===== config.mk =====
export PLATFORM = sky130hd
export DESIGN_NAME = tlul_sram_adapter
export DESIGN_NICKNAME = d
export VERILOG_FILES = /design/src/rtl/tlul_sram_adapter_pkg.sv /design/src/rtl/tlul_sram_adapter_rsp_fifo.sv /design/src/rtl/tlul_sram_adapter.sv
export SDC_FILE = /design/constraint.sdc
export NUM_CORES = 1
export LEC_CHECK = 0
export CORE_UTILIZATION = 39
export CTS_CLUSTER_DIAMETER = 80
export DETAILED_ROUTE_END_ITERATION = 8
export PLACE_DENSITY = 0.85
export REMOVE_ABC_BUFFERS = 1
export SYNTH_ARGS = -nofsm -noshare
export SYNTH_HDL_FRONTEND = slang
export SYNTH_HIERARCHICAL = 1
export SYNTH_SLANG_ARGS = --single-unit

===== constraint.sdc =====
create_clock -name clk_i -period 3.3 [get_ports clk_i]
set_input_delay 0.66 -clock clk_i [delete_from_list [all_inputs] [get_ports clk_i]]
set_output_delay 0.66 -clock clk_i [all_outputs]
set_load 0.05 [all_outputs]

===== src/rtl/tlul_sram_adapter_pkg.sv =====
// Shared TL-UL types, opcodes and helpers for the SRAM adapter.
package tlul_sram_adapter_pkg;

    localparam logic [31:0] MemBase = 32'h8000_0000;

    // A-channel opcodes
    localparam logic [2:0] PutFullData    = 3'h0;
    localparam logic [2:0] PutPartialData = 3'h1;
    localparam logic [2:0] Get            = 3'h4;
    // D-channel opcodes
    localparam logic [2:0] AccessAck      = 3'h0;
    localparam logic [2:0] AccessAckData  = 3'h1;

    typedef struct packed {
        logic        a_valid;
        logic [2:0]  a_opcode;
        logic [2:0]  a_param;
        logic [1:0]  a_size;
        logic [7:0]  a_source;
        logic [31:0] a_address;
        logic [3:0]  a_mask;
        logic [31:0] a_data;
        logic        d_ready;
    } tl_h2d_t;

    typedef struct packed {
        logic        d_valid;
        logic [2:0]  d_opcode;
        logic [2:0]  d_param;
        logic [1:0]  d_size;
        logic [7:0]  d_source;
        logic [0:0]  d_sink;
        logic [31:0] d_data;
        logic [3:0]  d_user;
        logic        d_error;
        logic        a_ready;
    } tl_d2h_t;

    // One queued response: everything needed to build the D beat except data.
    typedef struct packed {
        logic [2:0] opcode;
        logic [1:0] size;
        logic [7:0] source;
        logic       error;
    } rsp_t;

    // Byte lanes covered by a transfer of 2^size bytes at the given word offset.
    function automatic logic [3:0] lane_window(input logic [1:0] size, input logic [1:0] offs);
        case (size)
            2'd0:    return 4'b0001 << offs;
            2'd1:    return offs[1] ? 4'b1100 : 4'b0011;
            default: return 4'b1111;
        endcase
    endfunction

endpackage


===== src/rtl/tlul_sram_adapter_rsp_fifo.sv =====
// In-order response queue. Entries are pushed at accept time; the SRAM read
// data for the entry pushed in cycle N is written into it in cycle N+1 and
// is bypassed to the head output in that same cycle.
module tlul_rsp_fifo
    import tlul_sram_adapter_pkg::*;
#(
    parameter int Depth = 2,
    parameter int CntW  = $clog2(Depth + 1)
) (
    input  logic            clk_i,
    input  logic            rst_i,
    input  logic            push_i,
    input  rsp_t            push_rsp_i,
    input  logic            pop_i,
    input  logic [31:0]     cap_data_i,
    output logic [CntW-1:0] count_o,
    output logic            head_valid_o,
    output rsp_t            head_rsp_o,
    output logic [31:0]     head_data_o
);
    localparam int PtrW = $clog2(Depth);

    logic [PtrW-1:0]  wptr_q, wptr_d, rptr_q, rptr_d, cap_ptr_q, cap_ptr_d;
    logic [CntW-1:0]  count_q, count_d;
    logic [Depth-1:0] vld_q, vld_d;
    logic             cap_pend_q, cap_pend_d;
    rsp_t             rsp_q  [Depth];
    rsp_t             rsp_d  [Depth];
    logic [31:0]      data_q [Depth];
    logic [31:0]      data_d [Depth];
    logic [31:0]      cap_val;

    // Only a successful Get carries read data; everything else answers with 0.
    assign cap_val = (rsp_q[cap_ptr_q].opcode == Get && !rsp_q[cap_ptr_q].error) ? cap_data_i : '0;

    // Next-state: capture last cycle's read, then pop, then push.
    always_comb begin
        wptr_d     = wptr_q;
        rptr_d     = rptr_q;
        vld_d      = vld_q;
        rsp_d      = rsp_q;
        data_d     = data_q;
        cap_pend_d = push_i;
        cap_ptr_d  = wptr_q;
        if (cap_pend_q) data_d[cap_ptr_q] = cap_val;
        if (pop_i) begin
            vld_d[rptr_q] = 1'b0;
            rptr_d        = rptr_q + PtrW'(1);
        end
        if (push_i) begin
            vld_d[wptr_q] = 1'b1;
            rsp_d[wptr_q] = push_rsp_i;
            wptr_d        = wptr_q + PtrW'(1);
        end
        count_d = count_q + CntW'(push_i) - CntW'(pop_i);
    end

    // State registers; reset drops every queued response.
    always_ff @(posedge clk_i or posedge rst_i) begin
        if (rst_i) begin
            wptr_q     <= '0;
            rptr_q     <= '0;
            cap_ptr_q  <= '0;
            count_q    <= '0;
            vld_q      <= '0;
            cap_pend_q <= 1'b0;
            for (int i = 0; i < Depth; i++) begin
                rsp_q[i]  <= '0;
                data_q[i] <= '0;
            end
        end else begin
            wptr_q     <= wptr_d;
            rptr_q     <= rptr_d;
            cap_ptr_q  <= cap_ptr_d;
            count_q    <= count_d;
            vld_q      <= vld_d;
            cap_pend_q <= cap_pend_d;
            rsp_q      <= rsp_d;
            data_q     <= data_d;
        end
    end

    assign count_o      = count_q;
    assign head_valid_o = vld_q[rptr_q];
    assign head_rsp_o   = rsp_q[rptr_q];
    assign head_data_o  = (cap_pend_q && cap_ptr_q == rptr_q) ? cap_val : data_q[rptr_q];

endmodule


===== src/rtl/tlul_sram_adapter.sv =====
// TL-UL device front-end for a single-port SRAM with 1-cycle read latency.
// Requests are checked inline; illegal ones are acknowledged with d_error
// and never reach the SRAM.
module tlul_sram_adapter
    import tlul_sram_adapter_pkg::*;
#(
    parameter int MemWords    = 16384,
    parameter int Outstanding = 2,
    localparam int AddrW      = $clog2(MemWords)
) (
    input  logic             clk_i,
    input  logic             rst_i,
    input  tl_h2d_t          tl_i,
    output tl_d2h_t          tl_o,
    output logic             req_o,
    output logic             we_o,
    output logic [AddrW-1:0] addr_o,
    output logic [31:0]      wdata_o,
    output logic [31:0]      wmask_o,
    input  logic [31:0]      rdata_i
);
    logic [$clog2(Outstanding+1)-1:0] count;
    logic       a_ready, accept, a_err, d_valid, pop;
    logic       op_bad, size_bad, addr_bad, align_bad, mask_bad;
    logic [3:0] lanes;
    rsp_t       push_rsp, head_rsp;
    logic [31:0] head_data;
    logic       head_valid;
    logic       unused_tl;

    assign unused_tl = ^{tl_i.a_param, tl_i.a_address[31:30]};

    // Request legality; any failing check turns the access into an error ack.
    always_comb begin
        op_bad    = !(tl_i.a_opcode == Get || tl_i.a_opcode == PutFullData ||
                      tl_i.a_opcode == PutPartialData);
        size_bad  = tl_i.a_size > 2'd2;
        addr_bad  = 32'(tl_i.a_address[29:2]) >= 32'(MemWords);
        align_bad = (tl_i.a_size == 2'd1 && tl_i.a_address[0]) ||
                    (tl_i.a_size == 2'd2 && |tl_i.a_address[1:0]);
        lanes     = lane_window(tl_i.a_size, tl_i.a_address[1:0]);
        // PutFull must cover its window exactly; others only stay inside it.
        if (tl_i.a_opcode == PutFullData) mask_bad = tl_i.a_mask != lanes;
        else                              mask_bad = |(tl_i.a_mask & ~lanes);
        a_err = op_bad | size_bad | addr_bad | align_bad | mask_bad;
    end

    // Handshake and SRAM strobe; a_ready depends only on registered count.
    always_comb begin
        a_ready = !rst_i && (32'(count) < 32'(Outstanding));
        accept  = tl_i.a_valid && a_ready;
        req_o   = accept && !a_err;
        we_o    = req_o && (tl_i.a_opcode != Get);
        addr_o  = rst_i ? '0 : tl_i.a_address[AddrW+1:2];
        wdata_o = rst_i ? '0 : tl_i.a_data;
        wmask_o = '0;
        for (int b = 0; b < 4; b++) wmask_o[8*b +: 8] = {8{tl_i.a_mask[b] && !rst_i}};
        push_rsp.opcode = tl_i.a_opcode;
        push_rsp.size   = tl_i.a_size;
        push_rsp.source = tl_i.a_source;
        push_rsp.error  = a_err;
    end

    assign d_valid = head_valid && !rst_i;
    assign pop     = d_valid && tl_i.d_ready;

    tlul_rsp_fifo #(.Depth(Outstanding)) u_rsp_fifo (
        .clk_i        (clk_i),
        .rst_i        (rst_i),
        .push_i       (accept),
        .push_rsp_i   (push_rsp),
        .pop_i        (pop),
        .cap_data_i   (rdata_i),
        .count_o      (count),
        .head_valid_o (head_valid),
        .head_rsp_o   (head_rsp),
        .head_data_o  (head_data)
    );

    // D channel built from the queue head; fields held at 0 when idle.
    always_comb begin
        tl_o         = '0;
        tl_o.a_ready = a_ready;
        if (d_valid) begin
            tl_o.d_valid  = 1'b1;
            tl_o.d_opcode = (head_rsp.opcode == Get) ? AccessAckData : AccessAck;
            tl_o.d_size   = head_rsp.size;
            tl_o.d_source = head_rsp.source;
            tl_o.d_error  = head_rsp.error;
            tl_o.d_data   = head_data;
        end
    end

endmodule


# Word-level counts from Yosys, hierarchy flattened
# Index checks and enable logic that the tools add are counted.
[totals]
regBits = 100
latchBits = 0
mem_bits_rw = 0
rom_bits = 0
inputBits = 120
out_inout_bits = 136
word_cells = 118
n_memories = 0
[op_classes]
addsub = 4
mul = 0
div = 0
order_cmp = 12
eq_ne = 9
shifts = 1
mux = 35
bitwise_logic = 12
n_reduce_logical = 29
[ops]
columns = ["op", "n"]
rows = [
  ["32-bit two-way mux", 8],
  ["14-bit two-way mux", 8],
  ["64-bit bitwise mux", 1],
  ["32-bit demux with 1-bit select", 1],
  ["28-bit bitwise mux", 1],
  ["28-bit by 15-bit greater-or-equal comparator with 1-bit output (second input constant)", 1],
  ["1-bit logical AND", 18],
  ["14-bit demux with 1-bit select", 1],
  ["10-bit two-way mux", 1],
  ["3-bit == test (second input constant)", 3],
  ["4-bit two-way mux", 2],
  ["4-bit case mux with 2 select lines", 1],
  ["1-bit two-way mux", 7],
  ["2-bit greater-or-equal comparator (second input constant)", 3],
  ["1-bit NOT with 2-bit output", 3],
  ["4-bit AND", 1],
  ["1-bit logical NOT", 4],
  ["1-bit by 2-bit < comparator with 1-bit output (second input constant)", 2],
  ["2-bit by 1-bit < comparator with 1-bit output (second input constant)", 2],
  ["2-bit two-way mux", 2],
  ["4-bit != test", 1],
  ["4-bit NOT", 1],
  ["1-bit bitwise OR", 4],
  ["4-bit OR reduction", 1],
  ["other kinds (20)", 25],
]

# Logic depth before layout (Yosys ltp)
# Gate-level depths: netlist (run 1).
[logic_depth]
depth_word = 11
mapped_depth = 11
ltp_nobuf = 9

# Hierarchy
# Netlist (run 1), hierarchy kept.
[by_module_without_submodules]
columns = ["module", "n_inst", "cells_each", "area_each_um2", "seq_area_each_um2"]
rows = [
  ["tlul_rsp_fifo", 1, 494, 4813.4, 2502.4],
  ["tlul_sram_adapter", 1, 181, 1167.4, 0.0],
]

# Worst setup path before layout (run 1)
# No wires, ideal clock.
[synth_timing]
path_kind = "in2out"
from = "input port tl_i[38] in the netlist's numbering"
to = "output port we_o"
t_arrival_ps = 2906
t_required_ps = 2640
path_slack_ps = -266
stages = 7
path_buffers = 0
path_cell_list = "inv_1 o21ba_2 ha_1 or4_1 mux2i_1 nand4_1 a2111oi_2"
[synth_between]
elab_chain_cells = 10
word_cells_on_any_way = 16
cone_classes = "1 x eq/ne; 1 x shift; 3 x mux; 4 x bitwise; 7 x reduce/logical"
[synth_rtl]
columns = ["item", "line", "rtl"]
rows = [
  ["from (decl)", "tlul_sram_adapter.sv:13", "input tl_h2d_t tl_i,"],
  ["4-bit two-way mux or 1-bit by 2-bit << shifter with 4-bit output (tied branches)", "tlul_sram_adapter_pkg.sv:51, tlul_sram_adapter_pkg.sv:50", ""],
  ["4-bit case mux with 2 select lines", "tlul_sram_adapter_pkg.sv:49", "case (size)"],
  ["4-bit NOT", "tlul_sram_adapter.sv:44", "else mask_bad = |(tl_i.a_mask & ~lanes);"],
  ["4-bit AND", "tlul_sram_adapter.sv:44", ""],
  ["4-bit OR reduction", "tlul_sram_adapter.sv:44", ""],
  ["1-bit two-way mux", "tlul_sram_adapter.sv:43", "if (tl_i.a_opcode == PutFullData) mask_bad = tl_i.a_mask != lanes;"],
  ["1-bit bitwise OR *", "tlul_sram_adapter.sv:45", "a_err = op_bad | size_bad | addr_bad | align_bad | mask_bad;"],
  ["1-bit logical NOT *", "tlul_sram_adapter.sv:52", "req_o = accept && !a_err;"],
  ["1-bit logical AND *", "tlul_sram_adapter.sv:52", ""],
  ["1-bit logical AND *", "tlul_sram_adapter.sv:53", "we_o = req_o && (tl_i.a_opcode != Get);"],
  ["to (decl)", "tlul_sram_adapter.sv:16", "output logic we_o,"],
]
# Every way passes the cells marked *; elsewhere a longest branch is shown, timed or not.

# Final worst setup path (run 1)
[layout_timing]
from = "input port tl_i[77] in the netlist's numbering"
to = "output port we_o"
[layout_between]
elab_chain_cells = 10
word_cells_on_any_way = 20
cone_classes = "1 x order compare; 3 x eq/ne; 2 x mux; 6 x bitwise; 8 x reduce/logical"
[layout_rtl]
columns = ["item", "line"]
rows = [
  ["2-bit by 1-bit == test with 1-bit output or 2-bit logical NOT (tied branches)", "tlul_sram_adapter_pkg.sv:49, tlul_sram_adapter.sv:39"],
  ["4-bit case mux with 2 select lines", "tlul_sram_adapter_pkg.sv:49"],
  ["4-bit NOT", "tlul_sram_adapter.sv:44"],
  ["4-bit AND", "tlul_sram_adapter.sv:44"],
  ["4-bit OR reduction", "tlul_sram_adapter.sv:44"],
  ["1-bit two-way mux", "tlul_sram_adapter.sv:43"],
  ["1-bit bitwise OR *", "tlul_sram_adapter.sv:45"],
  ["1-bit logical NOT *", "tlul_sram_adapter.sv:52"],
  ["1-bit logical AND *", "tlul_sram_adapter.sv:52"],
  ["1-bit logical AND *", "tlul_sram_adapter.sv:53"],
]
# Marked as above.

==> results.cfg, run 1 <==
[outcome]
outcome = finished clean

[placement]
gp_congestion = 0.839
hpwl_um = 12800
port-buffer-count = 240
placed_cell_area_um2 = 9080
dp_cells = 1049

[clocking]
root_buffer = clkbuf_16
cts_tree = built
clk_latency_ps = 330
ctsHoldBuffers = 0
clockBufferDepth = 2
cts_buffers = 9
htreeDepth = 3
path_clk_slew_ps = 70
clock_sinks = 100

[power_and_ir_drop]
p_int_mw = 3.34
powerDensity_nw_per_um2 = 574
p_sw_share_pct = 38.5
p_leak_nw = 3.85
switchingPower_mw = 2.09
peakVddDrop_mv = 0.422
sequentialPowerShare_pct = 33.5
pwr-share-comb_pct = 47.6
clkPwrFrac_pct = 19.0

[die]
io_pins = 256
dieArea_um2 = 15800
coreArea_um2 = 14800
rows = 44
initial_utilization_pct = 40.5
fp.dieH_um = 126
dieWidth_um = 126

[sta]
min_period_ps = 3290
slew_violations = 0
worst-slew-pin-transition_ps = 1140
rsz0062_at_grt = yes
fin_hold_ws_ps = 447
hold_viol = 0
fmax_ghz = 0.303
slew_headroom_pct = 23.5
period_share_pct = 99.8
final-setup-viol-count = 0
fin_skew_ps = 11.9

[global_routing]
antenna_found_initial = 0
grt_max_degree = 65
grt_overflow = 0
first_global_vias = 5073
grt_usage_pct = 22.0
grt_first_pass_wirelength_um = 27700

[synthesis]
ys_ff_latch = 100
yosysTopAreaCell = dfrtp_1
seq_area_frac_synth_pct = 41.8
synth_area_leaders = dfrtp_1, nand2_1, mux2_2
synth_top_cells_by_count = nand2_1, dfrtp_1, o21ai_1, nor2b_1, and2_1
synth_most_common_cell = nand2_1
synth_cell_type_count = 34
syn_area_um2 = 5980
ys.flop_type = dfrtp_1
yosys_warnings = 6
synthCells = 675
async_reset_ff_share_pct = 100
synth_edf_count = 0
netlist.area_leader.share_pct = 41.8
avgSynthCellArea_um2 = 8.86

[critical_path]
cp-start-kind = input port
crit_type = input port to output pin
endpoint_kind = output pin
path_buf_inv = 4
cp_slowest_cell = or4_1
worst_path_largest_cell_delay_ps = 520
arrival_ps = 2630
cp.required_ps = 2640
crit_fanout = 3
crit_family = simple AND/OR/NAND/NOR gates
crit_chain = buf_8, inv_4, nand2_4, a21oi_2, ha_2, or4_1, mux2i_1, nand4_1, a2111oi_2, buf_4, buf_12

[drt]
ant_nets = 0
drtIter0Drc = 269
drt_pre_antenna_iters = 4
drt-total-wl_um = 17500
routedWlPerCell_um = 16.4
vias_per_cell = 4.85
dr_total_vias = 5178
drc = 0

[cells_and_area]
fin_nets = 1005
insertedDiodeCount = 0
fillers = 1140
drive_above_1_share_pct = 22.2
final_area_um2 = 9460
area_delta_synth_final_pct = 58.2
stdcell_count = 1068

[flow_run]
max-cap-violations = 0

[worst_hold_path]
min_path_type = register to register
## worst paths after layout
kind,start,endpoint,slack [ps],depth (start not counted)
max,tl_i[77],we_o,5,11
min,u_rsp_fifo/cap_ptr_d,u_rsp_fifo/cap_ptr_q,450,0
max reg2reg,u_rsp_fifo/rptr_q,u_rsp_fifo/count_o[1],1210,8
min reg2reg,u_rsp_fifo/cap_ptr_d,u_rsp_fifo/cap_ptr_q,450,0
max in group asynchronous,rst_i,u_rsp_fifo/data_q[14],2120,4
min in group asynchronous,rst_i,u_rsp_fifo/data_q[44],560,3
## cells by family (layout without fill, tap and decap cells)
logic type	count (synthesis)	in the layout	share of synthesized area [%]
AND/OR/NAND/NOR	290	290	23.5
AO/OA/AOI/OAI	103	103	9.67
flip-flops	100	100	41.8
buffers and inverters	94	294	9.33
multiplexers	76	76	13.6
adder cells (fa/ha/maj)	6	6	1.26
XOR/XNOR	5	5	0.732
other	1	10	0.0627
## cells in the final DEF, fill, tap and decap left out, drive strengths merged, types with 4 or more instances in the layout
cell           count
and2              45
buf              116
clkbuf             9
clkdlybuf4s50    152
clkinv             4
conb              10
dfrtp            100
ha                 6
inv                8
mux2              43
mux2i             33
nand2            168
nor2               7
nor2b             52
nor4               5
o21ai             64
o22ai             32
## cell type report
| type | instances | area, um^2 | share of cell area (%) |
|---|---|---|---|
| Clock buffer | 9 | 225 | 2.38 |
| Clock inverter | 7 | 85.1 | 0.899 |
| Inverter | 6 | 27.5 | 0.291 |
| Multi-Input combinational cell | 490 | 3000 | 31.7 |
| Sequential cell | 100 | 2500 | 26.5 |
| Tap cell | 184 | 230 | 2.43 |
| Timing Repair Buffer | 272 | 3390 | 35.8 |
## routing by layer
layer	routed length [um]	track usage, %
met5	0	0
met4	221	4.75
met3	916	2.63
met2	8640	36.3
met1	7720	31.0
## registers in the layout, indices dropped and copies added, names as in the netlist
register and count:
u_rsp_fifo/data_q 64, u_rsp_fifo/rsp_q 28, u_rsp_fifo/count_o 2, u_rsp_fifo/vld_q 2, u_rsp_fifo/cap_pend_q 1, u_rsp_fifo/cap_ptr_d 1, u_rsp_fifo/cap_ptr_q 1, u_rsp_fifo/rptr_q 1
## worst register-to-register path, cell delays in order (launching register included)
cell     delay, ps
dfrtp_2        450
mux2_2         360
nor2b_4        170
and2_1         240
ha_1           300
inv_1           40
ha_1           170
xnor2_1        160
xnor2_1        130
## repair_timing
item | 4_1_cts | 5_1_grt
pin swaps | 3 | 7
gates resized for setup | 24 | 16
setup endpoints to repair | 2 | 2
setup buffers | 0 | 3
## power groups by stage
stage               Sequential [mW]  Clock [mW]  Combinational, mW
detailed placement             1.84           0               2.58
finish                         1.82        1.03               2.58
global route                   1.87        1.12               2.76
floorplan                      1.86           0               1.47
CTS                            1.82        1.06               2.59
global placement               1.82           0               2.53
## metrics by stage
stage | setup TNS, ps | utilization [%] | power [mW] | setup WS, ps
2_1_floorplan | -178560 | - | 3.34 | -3230
3_3_place_gp | -792 | 61.6 | 4.34 | -432
3_5_place_dp | -1010 | 61.6 | 4.42 | -506
4_1_cts | 0 | 63.7 | 5.47 | 29.4
5_1_grt | -151 | 64.1 | 5.74 | -109
6_report | 0 | 64.1 | 5.43 | 5.05
Power figures use the tool's default switching activity.
==> run 2, diff against run 1 <==
--- a/config.mk
+++ b/config.mk
@@ -6,8 +6,10 @@
 export NUM_CORES = 1
 export LEC_CHECK = 0
 export CORE_UTILIZATION = 39
+export CTS_BUF_LIST = sky130_fd_sc_hd__clkbuf_16
 export CTS_CLUSTER_DIAMETER = 80
 export DETAILED_ROUTE_END_ITERATION = 8
+export HOLD_SLACK_MARGIN = 0.1
 export PLACE_DENSITY = 0.85
 export REMOVE_ABC_BUFFERS = 1
 export SYNTH_ARGS = -nofsm -noshare
==> results of run 2 <==
No change in the layout: final DEF, timing and power equal those of run 1.
==> run 3, diff against run 2 <==
--- a/config.mk
+++ b/config.mk
@@ -5,14 +5,13 @@
 export SDC_FILE = /design/constraint.sdc
 export NUM_CORES = 1
 export LEC_CHECK = 0
-export CORE_UTILIZATION = 39
+export CORE_UTILIZATION = 38
 export CTS_BUF_LIST = sky130_fd_sc_hd__clkbuf_16
 export CTS_CLUSTER_DIAMETER = 80
 export DETAILED_ROUTE_END_ITERATION = 8
-export HOLD_SLACK_MARGIN = 0.1
-export PLACE_DENSITY = 0.85
+export HOLD_SLACK_MARGIN = 0.02
+export PLACE_DENSITY = 0.84
 export REMOVE_ABC_BUFFERS = 1
 export SYNTH_ARGS = -nofsm -noshare
 export SYNTH_HDL_FRONTEND = slang
-export SYNTH_HIERARCHICAL = 1
 export SYNTH_SLANG_ARGS = --single-unit
==> run 3 against run 2 <==
Non-clock buffer count down 13. Largest power group unchanged. Power decreased by 5.4%. Sequential share of layout area up 2.3 points. Global-route usage down 1.8 points. Clock power is 5% lower. Largest cell class unchanged. Combinational power shrank 8.5%. Synthesized cell count shrank 9.3%. Final cell count shrank 6.5%. Worst setup slack improved by 64 ps. Synthesized area decreased by 5.1%. Cell area is 7.9% lower.
==> results.cfg, run 3 <==
[synthesis]
synth_edf_count = 0
syn_area_um2 = 5670
yosysTopAreaCell = dfrtp_1
seq_area_frac_synth_pct = 44.1
synth_area_leaders = dfrtp_1, mux2_2, o21ai_0
synth_top_cells_by_count = dfrtp_1, nand2_1, o21ai_0, mux2_2, nor2b_1
avgSynthCellArea_um2 = 9.27
netlist.area_leader.share_pct = 44.1
async_reset_ff_share_pct = 100
yosys_warnings = 0
ys.flop_type = dfrtp_1
ys_ff_latch = 100
synthCells = 612
synth_most_common_cell = dfrtp_1
synth_cell_type_count = 44

[clocking]
clock_sinks = 100
htreeDepth = 3
clk_latency_ps = 340
cts_buffers = 9
clockBufferDepth = 2
path_clk_slew_ps = 70
root_buffer = clkbuf_16
post-cts-setup-buffers = 0
cts_tree = built

[cells_and_area]
final_area_um2 = 8710
final_common_cell = clkdlybuf4s50_1
final_util_pct = 59.9
regArea_um2 = 2500
reg_top3 = u_rsp_fifo.data_q: 64 flops, u_rsp_fifo.rsp_q: 28 flops
largest_reg_flops = 64
top_register = u_rsp_fifo.data_q
most-common-layout-cells = clkdlybuf4s50_1, dfrtp_1, nand2_1, o21ai_0
fillers = 1215
drive_above_1_share_pct = 23.6
multi_input_area_um2 = 2700
area_delta_synth_final_pct = 53.6
fin_nets = 934

[sta]
fin_hold_ws_ps = 474
worst-slew-pin-transition_ps = 1090
fmax_ghz = 0.309
final-setup-viol-count = 0
slew_violations = 0
hold_viol = 0
period_share_pct = 97.9
finalWorstSetupSlack_ps = 68.6
fin_skew_ps = 10.4
rsz0062_at_grt = yes
slew_headroom_pct = 27.2
min_period_ps = 3230

[power_and_ir_drop]
peakVddDrop_mv = 0.338
powerDensity_nw_per_um2 = 590
finalPower_mw = 5.14
p_leak_nw = 3.76

[critical_path]
cp-start-kind = input port
endpoint_kind = output pin
crit_fanout = 4
crit_type = input port to output pin
arrival_ps = 2570
cp.required_ps = 2640

[die]
initial_utilization_pct = 39.0
dieArea_um2 = 15400
coreArea_um2 = 14500
fp.dieH_um = 124
rows = 44
dieWidth_um = 124
io_pins = 256

[global_routing]
antenna_found_initial = 1
first_global_vias = 4821
grt_first_pass_wirelength_um = 23900
grt_usage_pct = 20.1
grt_overflow = 0
grt_max_degree = 68

[drt]
dr_total_vias = 4935
ant_nets = 0
drt-total-wl_um = 15500
drtIter0Drc = 267
vias_per_cell = 4.94
drt_pre_antenna_iters = 6
drc = 0
routedWlPerCell_um = 15.6

[placement]
port-buffer-count = 240
hpwl_um = 11400
gp_congestion = 0.830
placed_cell_area_um2 = 8390
place_ws_ps = -438

[worst_hold_path]
min_path_type = register to register

[flow_run]
max-cap-violations = 0

[outcome]
outcome = finished clean
==> run 3: cell count changes after synthesis, sizes merged, moves of 2 or more <==
cell | before | now
and2 | 45 | 1
o22ai | 32 | 0
buf | 64 | 56
clkbuf | 24 | 27
and4 | 0 | 2
inv | 6 | 9
nor3b | 0 | 2
a21oi | 2 | 36
mux2i | 33 | 14
nand2 | 168 | 97
nor2b | 52 | 49
mux2 | 43 | 58
o21ai | 64 | 97
nor2 | 7 | 24
==> run 3: path summary, 6_finish.rpt <==
kind,from,endpoint,slack (ps),cells after the start
min,u_rsp_fifo.data_q[24],u_rsp_fifo.data_q[24],470,2
min in group asynchronous,rst_i,u_rsp_fifo.count_o[1],730,3
min reg2reg,u_rsp_fifo.data_q[24],u_rsp_fifo.data_q[24],470,2
max,tl_i[38],we_o,70,10
max reg2reg,u_rsp_fifo.rsp_q[12],u_rsp_fifo.data_q[44],1320,5
max in group asynchronous,rst_i,u_rsp_fifo.data_q[19],1800,4
==> run 3: critical path, stage by stage <==
cell and delay, ps:
buf_4 110, inv_1 60, o21a_1 190, ha_2 160, or4_1 450, mux2i_1 170
nand4_1 170, a211oi_2 280, buf_4 190, buf_12 130
==> run 3: final cells by class <==
| class | count | share of cell area, % |
|---|---|---|
| diodes | 2 | 0.0574 |
| inverters | 9 | 0.416 |
| clock buffers | 9 | 2.59 |
| well taps | 184 | 2.64 |
| repair buffers | 259 | 34.0 |
| flip-flops and latches | 100 | 28.7 |
| clock inverters | 7 | 0.574 |
| multi-input cells | 429 | 31.0 |
==> run 3: power breakdown <==
| part | internal (mW) | switching, mW |
|---|---|---|
| sequential | 1.59 | 0.215 |
| combinational | 1.02 | 1.34 |
| clock | 0.518 | 0.465 |
==> run 3: per-layer routing <==
| layer | wire, um | track usage (%) | vias up | part of all wire [%] |
|---|---|---|---|---|
| li1 | - | - | 2411 | - |
| met1 | 6170 | 22.9 | 2337 | 40 |
| met2 | 8070 | 36.8 | 169 | 52 |
| met3 | 1130 | 5.59 | 18 | 7.3 |
| met4 | 171 | 5.13 | 0 | 1.1 |
| met5 | 0 | 0 | - | 0 |
==> run 3: cell families after synthesis <==
family / Yosys count / share of synthesized area, %
multiplexers: 72 / 14.5
buffers and inverters: 92 / 9.66
XOR/XNOR: 5 / 0.772
flip-flops: 100 / 44.1
AO/OA/AOI/OAI: 140 / 12.7
AND/OR/NAND/NOR: 196 / 16.8
other: 1 / 0.0661
adder cells (fa/ha/maj): 6 / 1.32
==> run 3: through the flow <==
stage          setup TNS, ps  std cells
2_1_floorplan        -109980        538
3_3_place_gp            -546        981
3_5_place_dp            -671        981
4_1_cts                    0        997
5_1_grt                -83.8        998
6_report                   0        999
==> run 3: timing repair <==
| action | in CTS | in global routing |
|---|---|---|
| setup endpoints to repair | 2 | 2 |
| resized for setup | 10 | 26 |
| hold buffers | 0 | 0 |
| gates cloned | 0 | 0 |
| pin swaps | 2 | 6 |
